<file path="src/rtl/vga_pkg.sv">
`default_nettype none
// ============================================================================
// Module      : vga_pkg
// Description : Shared 640x480@60 timing constants, RGB332 field widths and
//               the capture-side lock FSM encoding.
// Revision    : 1.0 - initial release
// ============================================================================
package vga_pkg;

  // Horizontal timing in pixel ticks
  localparam int VGA_H_ACTIVE = 640;
  localparam int VGA_H_FP     = 16;
  localparam int VGA_H_SYNC   = 96;
  localparam int VGA_H_BP     = 48;
  localparam int VGA_H_TOTAL  = VGA_H_ACTIVE + VGA_H_FP + VGA_H_SYNC + VGA_H_BP;

  // Vertical timing in lines
  localparam int VGA_V_ACTIVE = 480;
  localparam int VGA_V_FP     = 10;
  localparam int VGA_V_SYNC   = 2;
  localparam int VGA_V_BP     = 33;
  localparam int VGA_V_TOTAL  = VGA_V_ACTIVE + VGA_V_FP + VGA_V_SYNC + VGA_V_BP;

  // RGB 3:3:2 pixel fields
  localparam int RGB_R_W = 3;
  localparam int RGB_G_W = 3;
  localparam int RGB_B_W = 2;
  localparam int RGB_W   = RGB_R_W + RGB_G_W + RGB_B_W;

  // Capture lock state machine
  typedef enum logic [1:0] {
    ST_SEARCH  = 2'd0,
    ST_MEASURE = 2'd1,
    ST_LOCKED  = 2'd2
  } cap_state_e;

  // Decimation shift for a scale select; code 3 behaves like 1/4
  function automatic logic [1:0] scale_shift(input logic [1:0] sel);
    return (sel == 2'd3) ? 2'd2 : sel;
  endfunction

endpackage
`default_nettype wire

</file>
<file path="src/rtl/vga_sync_edge.sv">
`default_nettype none
// ============================================================================
// Module      : vga_sync_edge
// Description : Pixel-enable qualified input registers for HS/VS/RGB with
//               falling-edge detection of the active-low syncs.
// Revision    : 1.0 - initial release
// ============================================================================
module vga_sync_edge
  import vga_pkg::*;
(
  input  logic             ck,
  input  logic             rst_n,
  input  logic             pix_en,
  input  logic             hs_in,
  input  logic             vs_in,
  input  logic [RGB_W-1:0] rgb_in,
  output logic             smp_stb,
  output logic             hs_fall,
  output logic             vs_fall,
  output logic [RGB_W-1:0] rgb
);

  logic             hs_q, hs_d;
  logic             vs_q, vs_d;
  logic             hs_prev_q, hs_prev_d;
  logic             vs_prev_q, vs_prev_d;
  logic             stb_q, stb_d;
  logic [RGB_W-1:0] rgb_q, rgb_d;

  // Capture a new sample (and shift the old one to "previous") on pix_en
  always_comb begin
    hs_d      = hs_q;
    vs_d      = vs_q;
    hs_prev_d = hs_prev_q;
    vs_prev_d = vs_prev_q;
    rgb_d     = rgb_q;
    stb_d     = pix_en;
    if (pix_en) begin
      hs_prev_d = hs_q;
      vs_prev_d = vs_q;
      hs_d      = hs_in;
      vs_d      = vs_in;
      rgb_d     = rgb_in;
    end
  end

  // Input registers; syncs idle high out of reset so no false edge is seen
  always_ff @(posedge ck or negedge rst_n) begin
    if (!rst_n) begin
      hs_q      <= 1'b1;
      vs_q      <= 1'b1;
      hs_prev_q <= 1'b1;
      vs_prev_q <= 1'b1;
      rgb_q     <= '0;
      stb_q     <= 1'b0;
    end else begin
      hs_q      <= hs_d;
      vs_q      <= vs_d;
      hs_prev_q <= hs_prev_d;
      vs_prev_q <= vs_prev_d;
      rgb_q     <= rgb_d;
      stb_q     <= stb_d;
    end
  end

  // smp_stb marks the single ck in which a freshly captured sample is processed
  assign smp_stb = stb_q;
  assign hs_fall = stb_q & hs_prev_q & ~hs_q;
  assign vs_fall = stb_q & vs_prev_q & ~vs_q;
  assign rgb     = rgb_q;

endmodule
`default_nettype wire

</file>
<file path="src/rtl/vga_capture.sv">
`default_nettype none
// ============================================================================
// Module      : vga_capture
// Description : VGA input capture: timing lock detection, 1/2/4 decimation
//               of the active picture and frame-buffer pixel write stream.
// Revision    : 1.0 - initial release
// ============================================================================
module vga_capture
  import vga_pkg::*;
#(
  parameter int H_ACTIVE = VGA_H_ACTIVE,
  parameter int V_ACTIVE = VGA_V_ACTIVE,
  parameter int H_START  = VGA_H_SYNC + VGA_H_BP,
  parameter int V_START  = VGA_V_SYNC + VGA_V_BP,
  parameter int H_TOTAL  = VGA_H_TOTAL,
  parameter int V_TOTAL  = VGA_V_TOTAL
) (
  input  logic               ck,
  input  logic               rst_n,
  input  logic               pix_en,
  input  logic               hs_in,
  input  logic               vs_in,
  input  logic [RGB_R_W-1:0] red_in,
  input  logic [RGB_G_W-1:0] green_in,
  input  logic [RGB_B_W-1:0] blue_in,
  input  logic [1:0]         scale,
  output logic               pix_valid,
  output logic [RGB_W-1:0]   pix_data,
  output logic [9:0]         pix_x,
  output logic [8:0]         pix_y,
  output logic               frame_start,
  output logic               locked,
  output logic [10:0]        h_total_meas
);

  localparam logic [10:0] c_h_start = 11'(H_START);
  localparam logic [10:0] c_h_end   = 11'(H_START + H_ACTIVE);
  localparam logic [10:0] c_h_total = 11'(H_TOTAL);
  localparam logic [9:0]  c_v_start = 10'(V_START);
  localparam logic [9:0]  c_v_end   = 10'(V_START + V_ACTIVE);
  localparam logic [9:0]  c_v_total = 10'(V_TOTAL);

  logic             smp_stb, hs_fall, vs_fall;
  logic [RGB_W-1:0] rgb;

  vga_sync_edge u_sync_edge (
    .ck      (ck),
    .rst_n   (rst_n),
    .pix_en  (pix_en),
    .hs_in   (hs_in),
    .vs_in   (vs_in),
    .rgb_in  ({red_in, green_in, blue_in}),
    .smp_stb (smp_stb),
    .hs_fall (hs_fall),
    .vs_fall (vs_fall),
    .rgb     (rgb)
  );

  logic [10:0]      hcnt_q, hcnt_d, hcnt_inc;
  logic [9:0]       vcnt_q, vcnt_d, vcnt_inc;
  logic [10:0]      h_total_meas_q, h_total_meas_d;
  logic [1:0]       scale_q, scale_d;
  logic [9:0]       hact;
  logic [8:0]       vact;
  logic [1:0]       dec_mask;
  logic             in_win, emit, h_sat, v_sat, line_bad, frame_ok;
  logic             pix_valid_q, pix_valid_d;
  logic [RGB_W-1:0] pix_data_q, pix_data_d;
  logic [9:0]       pix_x_q, pix_x_d;
  logic [8:0]       pix_y_q, pix_y_d;
  logic             frame_start_q, frame_start_d;
  cap_state_e       state_q;
  logic [1:0]       match_q;
  logic             line_err_q;
  logic             locked_q;

  // Position counters, line measurement and decimation decision for the current sample
  always_comb begin
    hcnt_inc       = (hcnt_q == 11'h7ff) ? hcnt_q : hcnt_q + 11'd1;
    vcnt_inc       = (vcnt_q == 10'h3ff) ? vcnt_q : vcnt_q + 10'd1;
    hcnt_d         = hcnt_q;
    vcnt_d         = vcnt_q;
    h_total_meas_d = h_total_meas_q;
    scale_d        = scale_q;
    if (smp_stb) begin
      hcnt_d = hs_fall ? 11'd0 : hcnt_inc;
      if (vs_fall)      vcnt_d = 10'd0;
      else if (hs_fall) vcnt_d = vcnt_inc;
      // hcnt_inc is the tick count of the line that just ended
      if (hs_fall) h_total_meas_d = hcnt_inc;
      if (vs_fall) scale_d = scale_shift(scale);
    end
    h_sat    = smp_stb & (hcnt_d == 11'h7ff);
    v_sat    = smp_stb & (vcnt_d == 10'h3ff);
    line_bad = hs_fall & (hcnt_inc != c_h_total);
    frame_ok = (vcnt_inc == c_v_total);

    in_win   = (hcnt_d >= c_h_start) && (hcnt_d < c_h_end) &&
               (vcnt_d >= c_v_start) && (vcnt_d < c_v_end);
    hact     = 10'(hcnt_d - c_h_start);
    vact     = 9'(vcnt_d - c_v_start);
    dec_mask = (scale_q == 2'd0) ? 2'b00 : (scale_q == 2'd1) ? 2'b01 : 2'b11;
    emit     = smp_stb & locked_q & in_win &
               ((hact[1:0] & dec_mask) == 2'b00) &
               ((vact[1:0] & dec_mask) == 2'b00);

    pix_valid_d   = emit;
    frame_start_d = emit & (hact == 10'd0) & (vact == 9'd0);
    pix_data_d    = pix_data_q;
    pix_x_d       = pix_x_q;
    pix_y_d       = pix_y_q;
    if (emit) begin
      pix_data_d = rgb;
      pix_x_d    = hact >> scale_q;
      pix_y_d    = vact >> scale_q;
    end
  end

  // Counter, measurement and output registers
  always_ff @(posedge ck or negedge rst_n) begin
    if (!rst_n) begin
      hcnt_q         <= '0;
      vcnt_q         <= '0;
      h_total_meas_q <= '0;
      scale_q        <= '0;
      pix_valid_q    <= 1'b0;
      pix_data_q     <= '0;
      pix_x_q        <= '0;
      pix_y_q        <= '0;
      frame_start_q  <= 1'b0;
    end else begin
      hcnt_q         <= hcnt_d;
      vcnt_q         <= vcnt_d;
      h_total_meas_q <= h_total_meas_d;
      scale_q        <= scale_d;
      pix_valid_q    <= pix_valid_d;
      pix_data_q     <= pix_data_d;
      pix_x_q        <= pix_x_d;
      pix_y_q        <= pix_y_d;
      frame_start_q  <= frame_start_d;
    end
  end

  // Lock FSM: two consecutive clean frames in MEASURE give lock; lost sync restarts the search
  always_ff @(posedge ck or negedge rst_n) begin
    if (!rst_n) begin
      state_q    <= ST_SEARCH;
      match_q    <= 2'd0;
      line_err_q <= 1'b0;
      locked_q   <= 1'b0;
    end else if (h_sat || v_sat) begin
      state_q    <= ST_SEARCH;
      match_q    <= 2'd0;
      line_err_q <= 1'b0;
      locked_q   <= 1'b0;
    end else begin
      case (state_q)
        ST_SEARCH: begin
          if (vs_fall) begin
            state_q    <= ST_MEASURE;
            match_q    <= 2'd0;
            line_err_q <= 1'b0;
          end
        end
        ST_MEASURE: begin
          if (vs_fall) begin
            // The line ending on this edge counts towards the frame being judged
            line_err_q <= 1'b0;
            if (frame_ok && !line_err_q && !line_bad) begin
              if (match_q == 2'd1) begin
                state_q  <= ST_LOCKED;
                locked_q <= 1'b1;
                match_q  <= 2'd2;
              end else begin
                match_q <= match_q + 2'd1;
              end
            end else begin
              match_q <= 2'd0;
            end
          end else if (line_bad) begin
            match_q    <= 2'd0;
            line_err_q <= 1'b1;
          end
        end
        ST_LOCKED: begin
          if (line_bad || (vs_fall && !frame_ok)) begin
            state_q    <= ST_MEASURE;
            locked_q   <= 1'b0;
            match_q    <= 2'd0;
            // A bad line mid-frame taints the rest of that frame
            line_err_q <= line_bad & ~vs_fall;
          end
        end
        default: begin
          state_q    <= ST_SEARCH;
          match_q    <= 2'd0;
          line_err_q <= 1'b0;
          locked_q   <= 1'b0;
        end
      endcase
    end
  end

  assign pix_valid    = pix_valid_q;
  assign pix_data     = pix_data_q;
  assign pix_x        = pix_x_q;
  assign pix_y        = pix_y_q;
  assign frame_start  = frame_start_q;
  assign locked       = locked_q;
  assign h_total_meas = h_total_meas_q;

endmodule
`default_nettype wire

</file>
<file path="config.mk">
export PLATFORM = sky130hd
export DESIGN_NAME = vga_capture
export DESIGN_NICKNAME = d
export VERILOG_FILES = /design/src/rtl/vga_pkg.sv /design/src/rtl/vga_sync_edge.sv /design/src/rtl/vga_capture.sv
export SDC_FILE = /design/constraint.sdc
export NUM_CORES = 1
export LEC_CHECK = 0
export CAP_MARGIN = 40
export CORE_UTILIZATION = 64
export CTS_CLUSTER_SIZE = 25
export DETAILED_ROUTE_END_ITERATION = 7
export DONT_BUFFER_PORTS = 1
export MAX_ROUTING_LAYER = met4
export PLACE_DENSITY = 0.8
export SETUP_SLACK_MARGIN = 0.1
export SLEW_MARGIN = 20
export SYNTH_ARGS = -nofsm -noshare
export SYNTH_HDL_FRONTEND = slang
export SYNTH_SLANG_ARGS = --single-unit
export TNS_END_PERCENT = 1
</file>
<file path="constraint.sdc">
create_clock -name ck -period 5.3 [get_ports ck]
set_clock_uncertainty 0.15 [all_clocks]
set_input_delay 0.53 -clock ck [delete_from_list [all_inputs] [get_ports ck]]
set_output_delay 0.53 -clock ck [all_outputs]
set_load 0.05 [all_outputs]
</file>
# ---- Word-level counts from Yosys, hierarchy flattened
# Cells that the tools add are included.
dict set report totals {
  register_bits 82
  input_bits 15
  out_inout_bits 41
  wordCells 126
}
dict set report classes {
  addsub 5
  order_cmp 4
  eq_ne 18
  shift 2
  n_mux 37
  bitwise 19
  n_reduce_logical 22
}
# operator n
set ops {}
lappend ops {{2-to-1 mux 10 bit} 4}
lappend ops {{2-to-1 mux 11 bit} 3}
lappend ops {{2-to-1 mux 2 bit} 16}
lappend ops {{== test 10 bit (second input constant)} 3}
lappend ops {{== test 11 bit (second input constant)} 2}
lappend ops {{inequality test 3 bit (second input constant)} 5}
lappend ops {{AND 1 bit} 14}
lappend ops {{case mux 2 bit (3 select lines)} 2}
lappend ops {{adder 11 x 1 -> 11 bit (second input constant)} 1}
lappend ops {{greater-or-equal comparator 11 x 8 -> 1 bit (second input constant)} 1}
lappend ops {{< comparator 11 x 10 -> 1 bit (second input constant)} 1}
lappend ops {{inequality test 11 x 10 -> 1 bit (second input constant)} 1}
lappend ops {{adder 10 x 1 -> 10 bit (second input constant)} 1}
lappend ops {{greater-or-equal comparator 10 x 6 -> 1 bit (second input constant)} 1}
lappend ops {{zero test 10 bit} 1}
lappend ops {{< comparator 10 bit (second input constant)} 1}
lappend ops {{2-to-1 mux 1 bit} 10}
lappend ops {{AND reduction 5 bit} 2}
lappend ops {{>> shifter 10 x 2 -> 10 bit} 1}
lappend ops {{subtractor 10 x 8 -> 10 bit (second input constant)} 1}
lappend ops {{zero test 9 bit} 1}
lappend ops {{>> shifter 9 x 2 -> 9 bit} 1}
lappend ops {{subtractor 9 x 6 -> 9 bit (second input constant)} 1}
lappend ops {{zero test 2 bit} 4}
lappend ops {{other kinds (13)} 29}

# ---- Logic depth before layout (Yosys ltp)
dict set report depth {
  ltp_word 13
  mapped_depth 14
  ltp_nobuf 12
}

# ---- Modules after synthesis
# From an unflattened synthesis, not the netlist that was laid out.
dict set report hier_totals {
  cells_unflattened 558
  area_unflattened_um2 5442.7
}
# module n_inst cells_each area_each_um2 seq_area_each_um2
set by_module_without_submodules {}
lappend by_module_without_submodules {vga_capture 1 530 4911.0 1726.7}
lappend by_module_without_submodules {vga_sync_edge 1 28 531.8 330.3}

# ---- Least setup slack after synthesis
# No wires, ideal clock.
dict set report synth_timing {
  path_kind {reg-to-reg}
  startpoint {register vcnt_q[0]}
  endpoint {register pix_data_q[3] (netlist: pix_data[3])}
  setup_time_ns 0.125
  t_arrival_ns 3.451
  required_time_ns 5.025
  slack_ns 1.574
  stages_incl_launch_ff 13
  n_path_buf 2
  period_less_slack_ns 3.726
  cell_sequence {dfrtp_1 -> ha_1 -> nand4_4 -> o31ai_4 -> mux2i_1 -> ha_1 -> o31ai_1 -> nand3_1 -> a221oi_2 -> and2_4 -> buf_8 -> buf_6 -> mux2_4}
}
dict set report synth_via {
  elab_chain_len 11
  word_cells_on_any_way 16
  cone_classes {2 x add/sub; 2 x order compare; 1 x eq/ne; 4 x mux; 4 x bitwise; 3 x reduce/logical}
}
# element line
set synth_lines {}
lappend synth_lines {{from (decl)} vga_capture.sv:60} ;# logic [9:0] vcnt_q, vcnt_d, vcnt_inc;
lappend synth_lines {{from (signal assigned)} vga_capture.sv:133} ;# vcnt_q <= vcnt_d;
lappend synth_lines {{adder 10 x 1 -> 10 bit / == test 10 bit (equally long branches)} vga_capture.sv:80} ;# vcnt_inc = (vcnt_q == 10'h3ff) ? vcnt_q : vcnt_q + 10'd1;
lappend synth_lines {{2-to-1 mux 10 bit *} vga_capture.sv:80}
lappend synth_lines {{2-to-1 mux 10 bit *} vga_capture.sv:88} ;# else if (hs_fall) vcnt_d = vcnt_inc;
lappend synth_lines {{2-to-1 mux 10 bit *} vga_capture.sv:87} ;# if (vs_fall) vcnt_d = 10'd0;
lappend synth_lines {{2-to-1 mux 10 bit *} vga_capture.sv:85} ;# if (smp_stb) begin
lappend synth_lines {{net vcnt_d[1]} vga_capture.sv:60}
lappend synth_lines {{greater-or-equal comparator 10 x 6 -> 1 bit} vga_capture.sv:99} ;# (vcnt_d >= c_v_start) && (vcnt_d < c_v_end);
lappend synth_lines {{logical AND 1 bit} vga_capture.sv:98} ;# in_win = (hcnt_d >= c_h_start) && (hcnt_d < c_h_end) &&
lappend synth_lines {{logical AND 1 bit} vga_capture.sv:99}
lappend synth_lines {{AND 1 bit (2 in a row)} vga_capture.sv:103} ;# emit = smp_stb & locked_q & in_win &
lappend synth_lines {{AND 1 bit *} vga_capture.sv:104} ;# ((hact[1:0] & dec_mask) == 2'b00) &
lappend synth_lines {{net emit} vga_capture.sv:66} ;# logic in_win, emit, h_sat, v_sat, line_bad, frame_ok;
lappend synth_lines {{to (signal assigned)} vga_capture.sv:137} ;# pix_data_q <= pix_data_d;
lappend synth_lines {{to (decl)} vga_capture.sv:68} ;# logic [RGB_W-1:0] pix_data_q, pix_data_d;
# The timed path passes the listed nets; every way through them passes the cells marked *.
# A chain may end at the register's enable or synchronous reset.

# ---- Final worst setup path
dict set report layout_timing {
  startpoint {register vcnt_q[0]}
  endpoint {register pix_x_q[5] (netlist: pix_x[5])}
}
dict set report layout_via {
  elab_chain_len 11
  word_cells_on_any_way 16
  cone_classes {2 x add/sub; 2 x order compare; 1 x eq/ne; 4 x mux; 4 x bitwise; 3 x reduce/logical}
}
# element line
set layout_lines {}
lappend layout_lines {{adder 10 x 1 -> 10 bit / == test 10 bit (equally long branches)} vga_capture.sv:80}
lappend layout_lines {{2-to-1 mux 10 bit *} vga_capture.sv:80}
lappend layout_lines {{2-to-1 mux 10 bit *} vga_capture.sv:88}
lappend layout_lines {{2-to-1 mux 10 bit *} vga_capture.sv:87}
lappend layout_lines {{2-to-1 mux 10 bit *} vga_capture.sv:85}
lappend layout_lines {{net vcnt_d[1]} vga_capture.sv:60}
lappend layout_lines {{greater-or-equal comparator 10 x 6 -> 1 bit} vga_capture.sv:99}
lappend layout_lines {{logical AND 1 bit} vga_capture.sv:98}
lappend layout_lines {{logical AND 1 bit} vga_capture.sv:99}
lappend layout_lines {{AND 1 bit (2 in a row)} vga_capture.sv:103}
lappend layout_lines {{AND 1 bit *} vga_capture.sv:104}
lappend layout_lines {{to (signal assigned)} vga_capture.sv:138} ;# pix_x_q <= pix_x_d;
lappend layout_lines {{to (decl)} vga_capture.sv:69} ;# logic [9:0] pix_x_q, pix_x_d;
# Marks and branches as above.

==> impl_metrics.tcl <==
set metrics [dict create \
    outcome "finished, final reports clean" \
    synth.most_common_cell "dfrtp_1" \
    worstPathMaxFanout 29 \
    n_fill_cell 597 \
    start_kind "flip-flop" \
    p_total_mw 2.021 \
    drv_cap 0 \
    grt.total_usage_pct 30.67 \
    first_global_vias 3988 \
    wl_per_cell_um 19.37 \
    die_x_um 92.88 \
    io-pin-count 56 \
    post_dp_cell_area_mm2 0.005202 \
    drv_slew 0 \
    synth_cells 542 \
    async_flop_share_pct 100.0 \
    fmax_mhz 237.2 \
    period_share_pct 79.55 \
    htreeDepth 3 \
    cp-endpoint "pix_x[5]" \
    drt_iter0_markers 320 \
    std_cell_rows 32 \
    overflow 0 \
    antenna_found_initial 0 \
    grt_pass1_wl_mm 20.24 \
    reg2reg_slack_ns 1.08 \
    core_area_mm2 0.007848 \
    rsz0062_at_grt "false" \
    hold_viol_final 0 \
    dr.pass1.iters 5 \
    synth_seq_cells 82 \
    crit_type "reg -> reg" \
    port_buffers 0 \
    reg2reg_from "vcnt_q[0]" \
    cp.arrival_ns 4.31 \
    synth_top_area_cell "dfrtp_1" \
    clock-sinks 82 \
    fin_area_mm2 0.005454 \
    place_hpwl_mm 8.598 \
    critPathRequiredTime_ns 5.40 \
    place_congestion 0.9309 \
    synth_top_area_share_pct 36.93 \
    cts.clk_slew.worst_paths_ns 0.09 \
    syn_to_final_growth_pct 3.196 \
    leakagePower_nw 2.376 \
    cp-startpoint "vcnt_q[0]" \
    finalNonFillerCells 629 \
    yosys_warnings 0 \
    vias 4231 \
    relSlewSlack_pct 57.00 \
    worstMarginPinSlew_ns 0.6271 \
    grt_max_degree 83 \
    synth_edf_count 0 \
    viasPerCell 6.727 \
    cts_tree "done" \
    finish.utilization_pct 69.50 \
    reg2regPathDepth 10 \
    synth.area.top_cells "dfrtp_1 (37%), mux2_2 (6.8%), o21ai_0 (3.5%)" \
    hold_class "in -> reg" \
    setup_viol_count_final 0 \
    diodes 0 \
    initial_core_util_pct 67.35 \
    dieHeight_um 92.88 \
    power_density_mw_per_mm2 370.5 \
    cts_buffers 9 \
    cp-end-kind "flip-flop" \
    clk_latency_ns 0.36 \
    cts-root-buf "clkbuf_8" \
    cts.path.max_buffers 2 \
    synthTopCellsByCount "dfrtp_1 (78), nand2_1 (38), o21ai_0 (37), nor2_1 (35), mux2_2 (32)" \
    post_cts_buffers 0 \
    hold_start "pix_en" \
    irDropWorstVdd_uv 296.6 \
    syn_area_per_cell_um2 9.751 \
    synth_area_mm2 0.005285 \
    drc_errors 0 \
    nNetsFinal 549 \
    wirelength_mm 12.19 \
    drive_gt1_share_pct 17.46 \
    cts_resized 0 \
    synth_nets 569 \
    placed_cells 611 \
    r2r-end "pix_x[5]" \
    ys_types 82 \
    die_area_mm2 0.008626 \
    seq_area_frac_synth_pct 38.92 \
    min_period_ns 4.216 \
    finalSetupTns_ns 0 \
    synthFlopType "dfrtp_1" \
    antenna_left 0 \
]
## per-stage QoR
step	worst slack (ns)	hold slack [ns]
2_1_floorplan	1.574	0.08441
3_3_place_gp	1.288	0.08615
3_5_place_dp	1.145	0.08597
4_1_cts	1.135	0.03244
5_1_grt	0.8446	0.02257
6_report	1.084	0.04612
## state kept, by name, indices dropped and copies added, names as in the netlist
signal                 count
match_q                    2
u_sync_edge.vs_prev_q      1
pix_y                      9
pix_x                     10
hcnt_q                    11
scale_q                    2
line_err_q                 1
u_sync_edge.vs_q           1
h_total_meas              11
u_sync_edge.hs_q           1
vcnt_q                    10
locked                     1
u_sync_edge.hs_prev_q      1
pix_valid                  1
pix_data                   8
u_sync_edge.rgb            8
state_q                    2
u_sync_edge.smp_stb        1
frame_start                1
## kinds of logic after synthesis
kind of cell	Yosys count	share of synthesized area, %
compound gates	137	18.25
xor+xnor	15	2.486
fa+ha+maj	12	2.841
buf+inv	59	6.368
flops	82	38.92
mux	47	10.84
simple gates	190	20.29
## worst min-delay path by stage
stage,slack [ns],cells past startpoint,endpoint
final,0.05,0,u_sync_edge.smp_stb
after global routing,0.02,0,u_sync_edge.smp_stb
after CTS,0.03,0,u_sync_edge.smp_stb
after detailed placement,0.09,0,h_total_meas[5]
after global placement,0.09,0,h_total_meas[4]
after floorplan,0.08,0,frame_start
## worst max-delay path: stages (launching register included)
cell      delay, ns
dfrtp_1        0.44
ha_1           0.35
nand4_4        0.19
o31ai_4        0.38
mux2i_1        0.60
ha_1           0.38
o31ai_1        0.26
nand3_1        0.13
a221oi_2       0.36
and2_4         0.48
mux2_2         0.39
## routing by layer
layer / wire [um] / track usage, %
met4: 225 / 8.974
met2: 5741 / 47.00
met1: 5357 / 41.87
met3: 860 / 5.501
met5: 0 / -
## cell type report
cell class / instances / area [um2] / area share, %
clock buffer: 9 / 123.9 / 2.271
clock inverter: 7 / 90.09 / 1.652
inverter: 19 / 73.82 / 1.354
multi-input combinational: 401 / 2892 / 53.02
sequential: 82 / 2057 / 37.72
tap: 102 / 127.6 / 2.340
timing repair buffer: 9 / 90.09 / 1.652
## placed cells by master, fill, tap and decap left out, drive strengths merged, types with 5 or more instances in the layout
cell type  netlist  layout
nor3            12      12
dfrtp           78      78
ha              12      12
o31ai            5       5
nand3           22      22
nand2b           9       9
and4             6       6
mux2            37      37
a221oi           5       5
nand4           18      18
a31oi           12      12
xnor2            9       9
mux2i            7       7
a21oi           24      24
a211oi           9       9
nand2           38      38
buf             27       8
inv             19      24
a21o             5       5
nor4             7       7
and2             8       8
o21ai           38      38
and3            14      14
nor2            35      35
clkbuf          13       9
o211ai           5       5
xor2             6       6
## power breakdown
part / total, mW / internal [mW] / switching, mW
Sequential: 0.871 / 0.694 / 0.177
Combinational: 0.646 / 0.265 / 0.380
Clock: 0.503 / 0.232 / 0.271
Total: 2.02 / 1.19 / 0.829
## what timing repair did
action / 4_1_cts / 5_1_grt
hold endpoints to repair: 82 / 0
hold buffers: 2 / 0
endpoints found under the setup margin: 0 / 0
No activity file was read; power rests on OpenSTA's default activity.
